--- config.mk ---
export PLATFORM = sky130hd
export DESIGN_NAME = fetch_unit_flat
export DESIGN_NICKNAME = d
export VERILOG_FILES = /design/src/rtl/fetch_unit_if.sv /design/src/rtl/fetch_unit.sv /design/src/flat_wrapper.sv
export SDC_FILE = /design/constraint.sdc
export NUM_CORES = 1
export LEC_CHECK = 0
export BUFFER_PORTS_ARGS = -buffer_cell sky130_fd_sc_hd__buf_4
export CAP_MARGIN = 0
export CORE_MARGIN = 2
export CORE_UTILIZATION = 50
export CTS_CLUSTER_SIZE = 16
export DETAILED_ROUTE_END_ITERATION = 16
export GPL_ROUTABILITY_DRIVEN = 0
export PLACE_DENSITY = 0.8
export SETUP_SLACK_MARGIN = 0.05
export SLEW_MARGIN = 30
export SYNTH_ARGS = -nofsm -noshare
export SYNTH_HDL_FRONTEND = slang
export SYNTH_SLANG_ARGS = --single-unit
--- constraint.sdc ---
create_clock -name clk -period 9.1 [get_ports clk]
set_clock_uncertainty 0.2 [all_clocks]
set_input_delay 0.91 -clock clk [delete_from_list [all_inputs] [get_ports clk]]
set_output_delay 0.91 -clock clk [all_outputs]
set_load 0.1 [all_outputs]
--- src/rtl/fetch_unit_if.sv ---
// Fetch-stage bundle: instruction-memory request/grant/response, decode handshake
// and branch redirect from the immediate extender.
interface fetch_unit_if;
  logic        imem_req;
  logic [31:0] imem_addr;
  logic        imem_gnt;
  logic        imem_rvalid;
  logic [31:0] imem_rdata;
  logic [31:0] instruction;
  logic [31:0] instr_pc;
  logic        instr_valid;
  logic        instr_ready;
  logic        redirect;
  logic [31:0] branch_pc;
  logic [31:0] imm_data;
  logic        fetch_fault;

  modport master (
    output imem_req, imem_addr, instruction, instr_pc, instr_valid, fetch_fault,
    input  imem_gnt, imem_rvalid, imem_rdata, instr_ready, redirect, branch_pc, imm_data
  );

  modport slave (
    input  imem_req, imem_addr, instruction, instr_pc, instr_valid, fetch_fault,
    output imem_gnt, imem_rvalid, imem_rdata, instr_ready, redirect, branch_pc, imm_data
  );
endinterface

--- src/rtl/fetch_unit.sv ---
// RISC-V instruction fetch: owns the PC, keeps one imem request in flight,
// buffers returned words in a small FIFO and restarts on taken branches.
module fetch_unit #(
  parameter logic [31:0] RESET_PC = 32'h0000_0000,
  parameter int unsigned DEPTH    = 2
) (
  input  logic         clk,
  input  logic         reset,
  fetch_unit_if.master bus
);
  localparam int unsigned   PW   = (DEPTH > 1) ? $clog2(DEPTH) : 1;
  localparam int unsigned   CW   = $clog2(DEPTH + 1);
  localparam logic [PW-1:0] LAST = PW'(DEPTH - 1);
  localparam logic [CW-1:0] FULL = CW'(DEPTH);
  localparam logic [31:0]   NOP  = 32'h0000_0013;

  typedef enum logic [1:0] {FETCH = 2'd0, WAIT = 2'd1, DRAIN = 2'd2, HALT = 2'd3} state_t;

  state_t        state_r, state_s;
  logic [31:0]   pc_r, pc_s;
  logic [CW-1:0] count_r, count_s;
  logic [PW-1:0] rd_ptr_r, rd_ptr_s, wr_ptr_r, wr_ptr_s;
  logic [31:0]   fifo_data_r [DEPTH];
  logic [31:0]   fifo_pc_r [DEPTH];
  logic          req_r, fault_r;
  logic [31:0]   addr_r;
  logic [31:0]   target_s;
  logic          granted_s, push_s, pop_s, flush_s, misaligned_s, pending_s;

  function automatic logic [PW-1:0] ptr_inc(input logic [PW-1:0] p);
    return (p == LAST) ? {PW{1'b0}} : p + PW'(1);
  endfunction

  assign target_s     = bus.branch_pc + bus.imm_data;
  assign misaligned_s = (target_s[1:0] != 2'b00);
  assign granted_s    = req_r && bus.imem_gnt;

  assign bus.imem_req    = req_r;
  assign bus.imem_addr   = addr_r;
  assign bus.fetch_fault = fault_r;
  assign bus.instr_valid = (count_r != {CW{1'b0}});
  assign bus.instruction = fifo_data_r[rd_ptr_r];
  assign bus.instr_pc    = fifo_pc_r[rd_ptr_r];

  // Next-state, PC and FIFO bookkeeping; redirect overrides the normal flow.
  always_comb begin
    state_s   = state_r;
    pc_s      = pc_r;
    push_s    = 1'b0;
    flush_s   = 1'b0;
    pop_s     = (count_r != {CW{1'b0}}) && bus.instr_ready;
    // A request is still in flight after this cycle unless its response lands now.
    pending_s = ((state_r == FETCH) && granted_s) ||
                (((state_r == WAIT) || (state_r == DRAIN)) && !bus.imem_rvalid);
    case (state_r)
      FETCH: begin
        if (granted_s) begin
          state_s = WAIT;
          pc_s    = pc_r + 32'd4;
        end else begin
          state_s = FETCH;
        end
      end
      WAIT: begin
        if (bus.imem_rvalid) begin
          state_s = FETCH;
          push_s  = 1'b1;
        end else begin
          state_s = WAIT;
        end
      end
      DRAIN: begin
        if (bus.imem_rvalid) begin
          state_s = FETCH;
        end else begin
          state_s = DRAIN;
        end
      end
      HALT:    state_s = HALT;
      default: state_s = FETCH;
    endcase
    if (bus.redirect && (state_r != HALT)) begin
      flush_s = 1'b1;
      push_s  = 1'b0;
      if (misaligned_s) begin
        state_s = HALT;
        pc_s    = pc_r;
      end else begin
        pc_s    = target_s;
        state_s = pending_s ? DRAIN : FETCH;
      end
    end else begin
      flush_s = 1'b0;
    end
    if (flush_s) begin
      count_s  = {CW{1'b0}};
      rd_ptr_s = {PW{1'b0}};
      wr_ptr_s = {PW{1'b0}};
    end else begin
      count_s  = count_r + CW'(push_s) - CW'(pop_s);
      rd_ptr_s = pop_s  ? ptr_inc(rd_ptr_r) : rd_ptr_r;
      wr_ptr_s = push_s ? ptr_inc(wr_ptr_r) : wr_ptr_r;
    end
  end

  // State, FIFO storage and registered request/fault outputs.
  always_ff @(posedge clk or posedge reset) begin
    if (reset) begin
      state_r  <= FETCH;
      pc_r     <= RESET_PC;
      count_r  <= {CW{1'b0}};
      rd_ptr_r <= {PW{1'b0}};
      wr_ptr_r <= {PW{1'b0}};
      req_r    <= 1'b0;
      addr_r   <= RESET_PC;
      fault_r  <= 1'b0;
      for (int i = 0; i < int'(DEPTH); i++) begin
        fifo_data_r[i] <= NOP;
        fifo_pc_r[i]   <= 32'h0000_0000;
      end
    end else begin
      state_r  <= state_s;
      pc_r     <= pc_s;
      count_r  <= count_s;
      rd_ptr_r <= rd_ptr_s;
      wr_ptr_r <= wr_ptr_s;
      req_r    <= (state_s == FETCH) && (count_s < FULL);
      addr_r   <= pc_s;
      fault_r  <= (state_s == HALT);
      // pc_r already advanced past the in-flight word at grant time.
      if (push_s) begin
        fifo_data_r[wr_ptr_r] <= bus.imem_rdata;
        fifo_pc_r[wr_ptr_r]   <= pc_r - 32'd4;
      end
    end
  end
endmodule

--- src/flat_wrapper.sv ---
// flat-port wrapper written by rule: the top's interface ports become plain ports
module fetch_unit_flat 
#(
  parameter logic [31:0] RESET_PC = 32'h0000_0000,
  parameter int unsigned DEPTH    = 2
)
  (clk, reset, bus_imem_req, bus_imem_addr, bus_instruction, bus_instr_pc, bus_instr_valid, bus_fetch_fault, bus_imem_gnt, bus_imem_rvalid, bus_imem_rdata, bus_instr_ready, bus_redirect, bus_branch_pc, bus_imm_data);
  fetch_unit_if bus_i ();
  input  logic clk;
  input  logic reset;
  output wire logic [$bits(bus_i.imem_req)-1:0] bus_imem_req;
  output wire logic [$bits(bus_i.imem_addr)-1:0] bus_imem_addr;
  output wire logic [$bits(bus_i.instruction)-1:0] bus_instruction;
  output wire logic [$bits(bus_i.instr_pc)-1:0] bus_instr_pc;
  output wire logic [$bits(bus_i.instr_valid)-1:0] bus_instr_valid;
  output wire logic [$bits(bus_i.fetch_fault)-1:0] bus_fetch_fault;
  input wire logic [$bits(bus_i.imem_gnt)-1:0] bus_imem_gnt;
  input wire logic [$bits(bus_i.imem_rvalid)-1:0] bus_imem_rvalid;
  input wire logic [$bits(bus_i.imem_rdata)-1:0] bus_imem_rdata;
  input wire logic [$bits(bus_i.instr_ready)-1:0] bus_instr_ready;
  input wire logic [$bits(bus_i.redirect)-1:0] bus_redirect;
  input wire logic [$bits(bus_i.branch_pc)-1:0] bus_branch_pc;
  input wire logic [$bits(bus_i.imm_data)-1:0] bus_imm_data;
  assign bus_imem_req = bus_i.imem_req;
  assign bus_imem_addr = bus_i.imem_addr;
  assign bus_instruction = bus_i.instruction;
  assign bus_instr_pc = bus_i.instr_pc;
  assign bus_instr_valid = bus_i.instr_valid;
  assign bus_fetch_fault = bus_i.fetch_fault;
  assign bus_i.imem_gnt = bus_imem_gnt;
  assign bus_i.imem_rvalid = bus_imem_rvalid;
  assign bus_i.imem_rdata = bus_imem_rdata;
  assign bus_i.instr_ready = bus_instr_ready;
  assign bus_i.redirect = bus_redirect;
  assign bus_i.branch_pc = bus_branch_pc;
  assign bus_i.imm_data = bus_imm_data;
  fetch_unit #(.RESET_PC(RESET_PC), .DEPTH(DEPTH)) u_core (.clk(clk), .reset(reset), .bus(bus_i));
endmodule
### Word-level counts from Yosys, hierarchy flattened

Index checks and enable logic that the tools add are counted.

* input port bits: 102
* memories kept: 0
* latch bits: 0
* ROM bits: 0
* word-level logic and storage cells: 81
* flip-flop bits (word level): 168
* memory bits (writable): 0
* output and inout port bits: 99

* $add $sub $neg: 7
* shift operators: 0
* multiply operators: 0
* muxes and demuxes: 32
* reduce and logical (&&, ||, !) cells: 19
* magnitude comparators: 4
* bitwise logic cells: 2
* divide/modulo/power cells: 0
* eq/ne operators: 6

Operators by type and width (count)
* $mux W32: 11
* $bwmux W64: 2
* $add A32 B3 Y32 const B: 1
* $add A32 B32 Y32: 1
* $demux W32 S1: 1
* $sub A32 B3 Y32 const B: 1
* $mux W1: 12
* $reduce_bool A2 Y1: 6
* $mux W2: 5
* $pmux W2 S4: 1
* $logic_and A1 B1 Y1: 7
* $eq A2 B2 Y1 const B: 3
* $ge A2 B2 Y1 const B: 2
* $logic_not A2 Y1: 2
* $ne A2 B2 Y1 const B: 2
* $not A1 Y2: 2
* $reduce_and A3 Y1: 1
* $add A1 B1 Y1 const B: 2
* $add A2 B1 Y2: 1
* $eq A2 B1 Y1 const B: 1
* $logic_or A1 B1 Y1: 2
* $lt A2 B1 Y1 const B: 1
* $lt A2 B2 Y1 const B: 1
* $sub A2 B1 Y2: 1
* $logic_not A1 Y1: 1

### Longest topological paths before layout

* depth after elaboration: 9
* mapped depth: 11
* mapped depth without buffers: 11

### Least setup slack after synthesis

OpenSTA, ideal clock, no wires.

* kind: input to register
* start: input bus_imm_data[8]
* end: register u_core.pc_r[27]
* library setup time: 78 ps
* setup slack: 5761 ps
* buffers on the path: 1
* arrival time: 3062 ps
* cell stages on the path: 10
* data required time: 8822 ps
* path through: ha_1 > clkbuf_2 > nand4_1 > nor4_1 > nor3_2 > a2111oi_2 > o2111a_1 > o21ai_1 > mux2_1 > a21oi_1

* word-level cells in the longest chain between the ends: 3

RTL lines
* from (decl): RTL line flat_wrapper.sv:23 `input wire logic [$bits(bus_i.imm_data)-1:0] bus_imm_data;`
* $add A32 B32 Y32: RTL line fetch_unit.sv:34 `assign target_s = bus.branch_pc + bus.imm_data;`
* $mux W32: RTL line fetch_unit.sv:85 `if (misaligned_s) begin`
* $mux W32: RTL line fetch_unit.sv:82 `if (bus.redirect && (state_r != HALT)) begin`
* to (signal assigned): RTL line fetch_unit.sv:123 `pc_r <= pc_s;`
* to (decl): RTL line fetch_unit.sv:20 `logic [31:0] pc_r, pc_s;`

No other way between the ends. The select of a mux whose other input is x is not followed.
A chain may end at the register's enable or synchronous reset.

### Final worst setup path

* start: register u_core.rd_ptr_r
* end: output bus_instr_pc[22]

* word-level cells in the longest chain between the ends: 4

RTL lines
* from (decl): RTL line fetch_unit.sv:22 `logic [PW-1:0] rd_ptr_r, rd_ptr_s, wr_ptr_r, wr_ptr_s;`
* from (signal assigned): RTL line fetch_unit.sv:112 `rd_ptr_r <= {PW{1'b0}};`
* from (signal assigned): RTL line fetch_unit.sv:125 `rd_ptr_r <= rd_ptr_s;`
* $not A1 Y2 (not written as such): RTL line fetch_unit.sv:43 `assign bus.instr_pc = fifo_pc_r[rd_ptr_r];`
* $mux W32 (not written as such) (3 in a row): RTL line fetch_unit.sv:43
* to (decl): RTL line flat_wrapper.sv:14 `output wire logic [$bits(bus_i.instr_pc)-1:0] bus_instr_pc;`

No other way between the ends. The select of a mux whose other input is x is not followed.

==> results.py <==
metrics = {
    "floorplan": {
        "rows": 51,
        "io_pins": 201,
        "fp.dieW_um": 145,
        "die_y_um": 145,
        "core_area_um2": 19500,
        "die_area_um2": 21200,
        "start_util": 0.512,
    },
    "logic_synthesis": {
        "synthArstFlopShare": 1.00,
        "synth-main-ff-cell": "dfrtp_1",
        "ys_types": 65,
        "syn_area_um2": 10000,
        "yosys_register_bits": 168,
        "yosysSeqAreaShare": 0.421,
        "synth_edf_count": 0,
        "yosys_warnings": 0,
        "synth_nets": 1242,
        "syn_area_per_cell_um2": 9.09,
        "synthCells": 1100,
    },
    "cells_and_area": {
        "final_common_cell": "nand2_1",
        "drive_above_1_share": 0.294,
        "stdcell_count": 1535,
        "diodes": 0,
        "final_cell_mix": "212 x nand2_1, 208 x buf_4, 161 x dfrtp_1, 102 x mux2_2, 82 x o21ai_0",
        "areaGrowthSynthToFinish_pct": 23.2,
        "fill_cells": 1633,
        "nets": 1399,
        "utilization": 0.631,
    },
    "placed_design": {
        "portBuffers": 200,
        "dp.cells": 1503,
        "dp_hpwl_mm": 17.4,
    },
    "worst_setup_path": {
        "critPathKind": "reg -> out",
        "arrival_ns": 2.30,
        "crit_path_end_kind": "output port",
        "crit_fanout": 58,
        "worst_setup_path_start_kind": "flop",
        "reg2reg_slack_ns": 5.73,
        "worst_ep_required_time_ns": 7.99,
    },
    "global_routing": {
        "antenna_found_initial": 0,
        "track_usage": 0.234,
        "grt_overflow": 0,
        "grt_max_degree": 96,
        "grt_pass1_vias": 8238,
        "grt_pass1_wl_mm": 41.0,
    },
    "sta": {
        "fmax_mhz": 293,
        "period_needed_ns": 3.41,
        "tns_ns": 0,
        "slew_headroom": 0.365,
        "report.final.hold_viol_count": 0,
        "rsz0062_at_grt": "no",
        "hold_slack_ns": 0.261,
        "tightest_slew_ns": 0.949,
        "setup_viol": 0,
        "final_max_slew_viol_count": 0,
        "fin_crit_sh": 0.375,
    },
    "outcome": {
        "status": "finished, final reports clean",
    },
    "detailed_routing": {
        "first_pass_iters": 5,
        "highest-signal-layer": "met4",
        "dr_wl_met3_mm": 1.71,
        "drt-initial-drc-count": 685,
        "ant_nets": 0,
        "wl_mm": 24.5,
        "wl_met2_mm": 11.1,
        "viasPerCell": 5.51,
        "drc": 0,
        "vias": 8456,
        "route.layer.met1.wl_mm": 11.4,
        "routedWlPerCell_um": 16.0,
    },
    "clock_network": {
        "cts_sinks": 168,
        "cts_resized": 0,
        "cts_hold_buf": 0,
        "root_buffer": "clkbuf_16",
        "post-cts-setup-buffer-count": 0,
        "clock_latency_ns": 0.42,
        "cts_htree_levels": 4,
        "max-clock-path-buffers": 2,
        "cts.clk_slew.worst_paths_ns": 0.06,
        "cts_made_buffers": 17,
        "cts_tree": "done",
    },
    "hold_path": {
        "hold_path.class": "reg -> reg",
    },
    "run": {
        "cap_violations": 0,
    },
}
-- cells in the mapped netlist (6+ instances only) --
library cell / number / area share
o21ai_0: 82 / 0.041
a21oi_1: 60 / 0.030
nand2_1: 213 / 0.080
dfrtp_1: 162 / 0.41
nor2_1: 51 / 0.019
and2_1: 9 / 0.0056
nor2b_1: 6 / 0.0038
o21bai_1: 6 / 0.0045
inv_1: 24 / 0.0090
nand3_1: 28 / 0.014
dfstp_2: 6 / 0.016
nor4_1: 11 / 0.0069
nand2b_1: 7 / 0.0044
and3_1: 8 / 0.0050
clkbuf_1: 58 / 0.022
a31oi_1: 9 / 0.0056
nand4_1: 12 / 0.0075
a21o_1: 16 / 0.012
ha_1: 39 / 0.049
buf_2: 7 / 0.0035
mux2_2: 102 / 0.11
a211oi_1: 8 / 0.0060
xnor2_1: 32 / 0.028
or3_1: 6 / 0.0038
o21ai_1: 22 / 0.011
xor2_1: 22 / 0.019
nor3_1: 26 / 0.013
-- per-stage QoR --
stage	cell area, µm²	setup WS (ns)
2_1_floorplan	10000	3.45
3_3_place_gp	11600	5.42
3_5_place_dp	11600	5.36
4_1_cts	12300	5.68
5_1_grt	12300	5.47
6_report	12300	5.69
-- flip-flops by register name, indices dropped and copies added, names as in the netlist --
register                count
u_core.fifo_data_r         64
u_core.fifo_pc_r           64
u_core.pc_r                32
u_core.count_r              2
u_core.state_r              2
u_core.bus.fetch_fault      1
u_core.bus.imem_req         1
u_core.rd_ptr_r             1
u_core.wr_ptr_r             1
-- critical path: stages (launching register included) --
cell and delay (ns):
dfrtp_2 0.48, buf_4 0.68, mux2_2 0.43, buf_4 0.24
-- layout make-up --
class | instances | area (µm²) | share of cell area
inverters | 24 | 95.1 | 0.00772
clock inverters | 10 | 189 | 0.0153
flip-flops and latches | 168 | 4210 | 0.342
clock buffers | 22 | 484 | 0.0393
well taps | 265 | 332 | 0.0269
multi-input cells | 837 | 5440 | 0.441
repair buffers | 209 | 1570 | 0.128
-- cell families (layout without fill, tap and decap cells) --
| kind of cell | Yosys count | after routing | share of synthesized area |
|---|---|---|---|
| simple gates | 403 | 403 | 0.187 |
| fa+ha+maj | 40 | 40 | 0.0508 |
| buf+inv | 95 | 265 | 0.0376 |
| xor+xnor | 54 | 54 | 0.0473 |
| compound gates | 235 | 235 | 0.139 |
| flops | 168 | 168 | 0.421 |
| mux | 105 | 105 | 0.118 |
-- per-layer routing --
metal | up-vias | GRT usage
met2 | 299 | 0.366
li1 | 4161 | -
met1 | 3967 | 0.331
met4 | 0 | 0.0642
met5 | - | 0
met3 | 29 | 0.0520
-- path summary, 6_finish.rpt --
check | from | to | depth (start not counted)
worst min-delay path | u_core.fifo_data_r[36] | u_core.fifo_data_r[36] | 2
min in group asynchronous | reset | u_core.fifo_data_r[15] | 2
max in group asynchronous | reset | u_core.rd_ptr_r | 3
worst max-delay path | u_core.rd_ptr_r | bus_instr_pc[22] | 3
worst max register to register | u_core.state_r[0] | u_core.pc_r[22] | 7
worst min register to register | u_core.fifo_data_r[36] | u_core.fifo_data_r[36] | 2
Power is not shown: default switching activity piles up to over one toggle a cycle in this logic, so the estimate is an artifact.
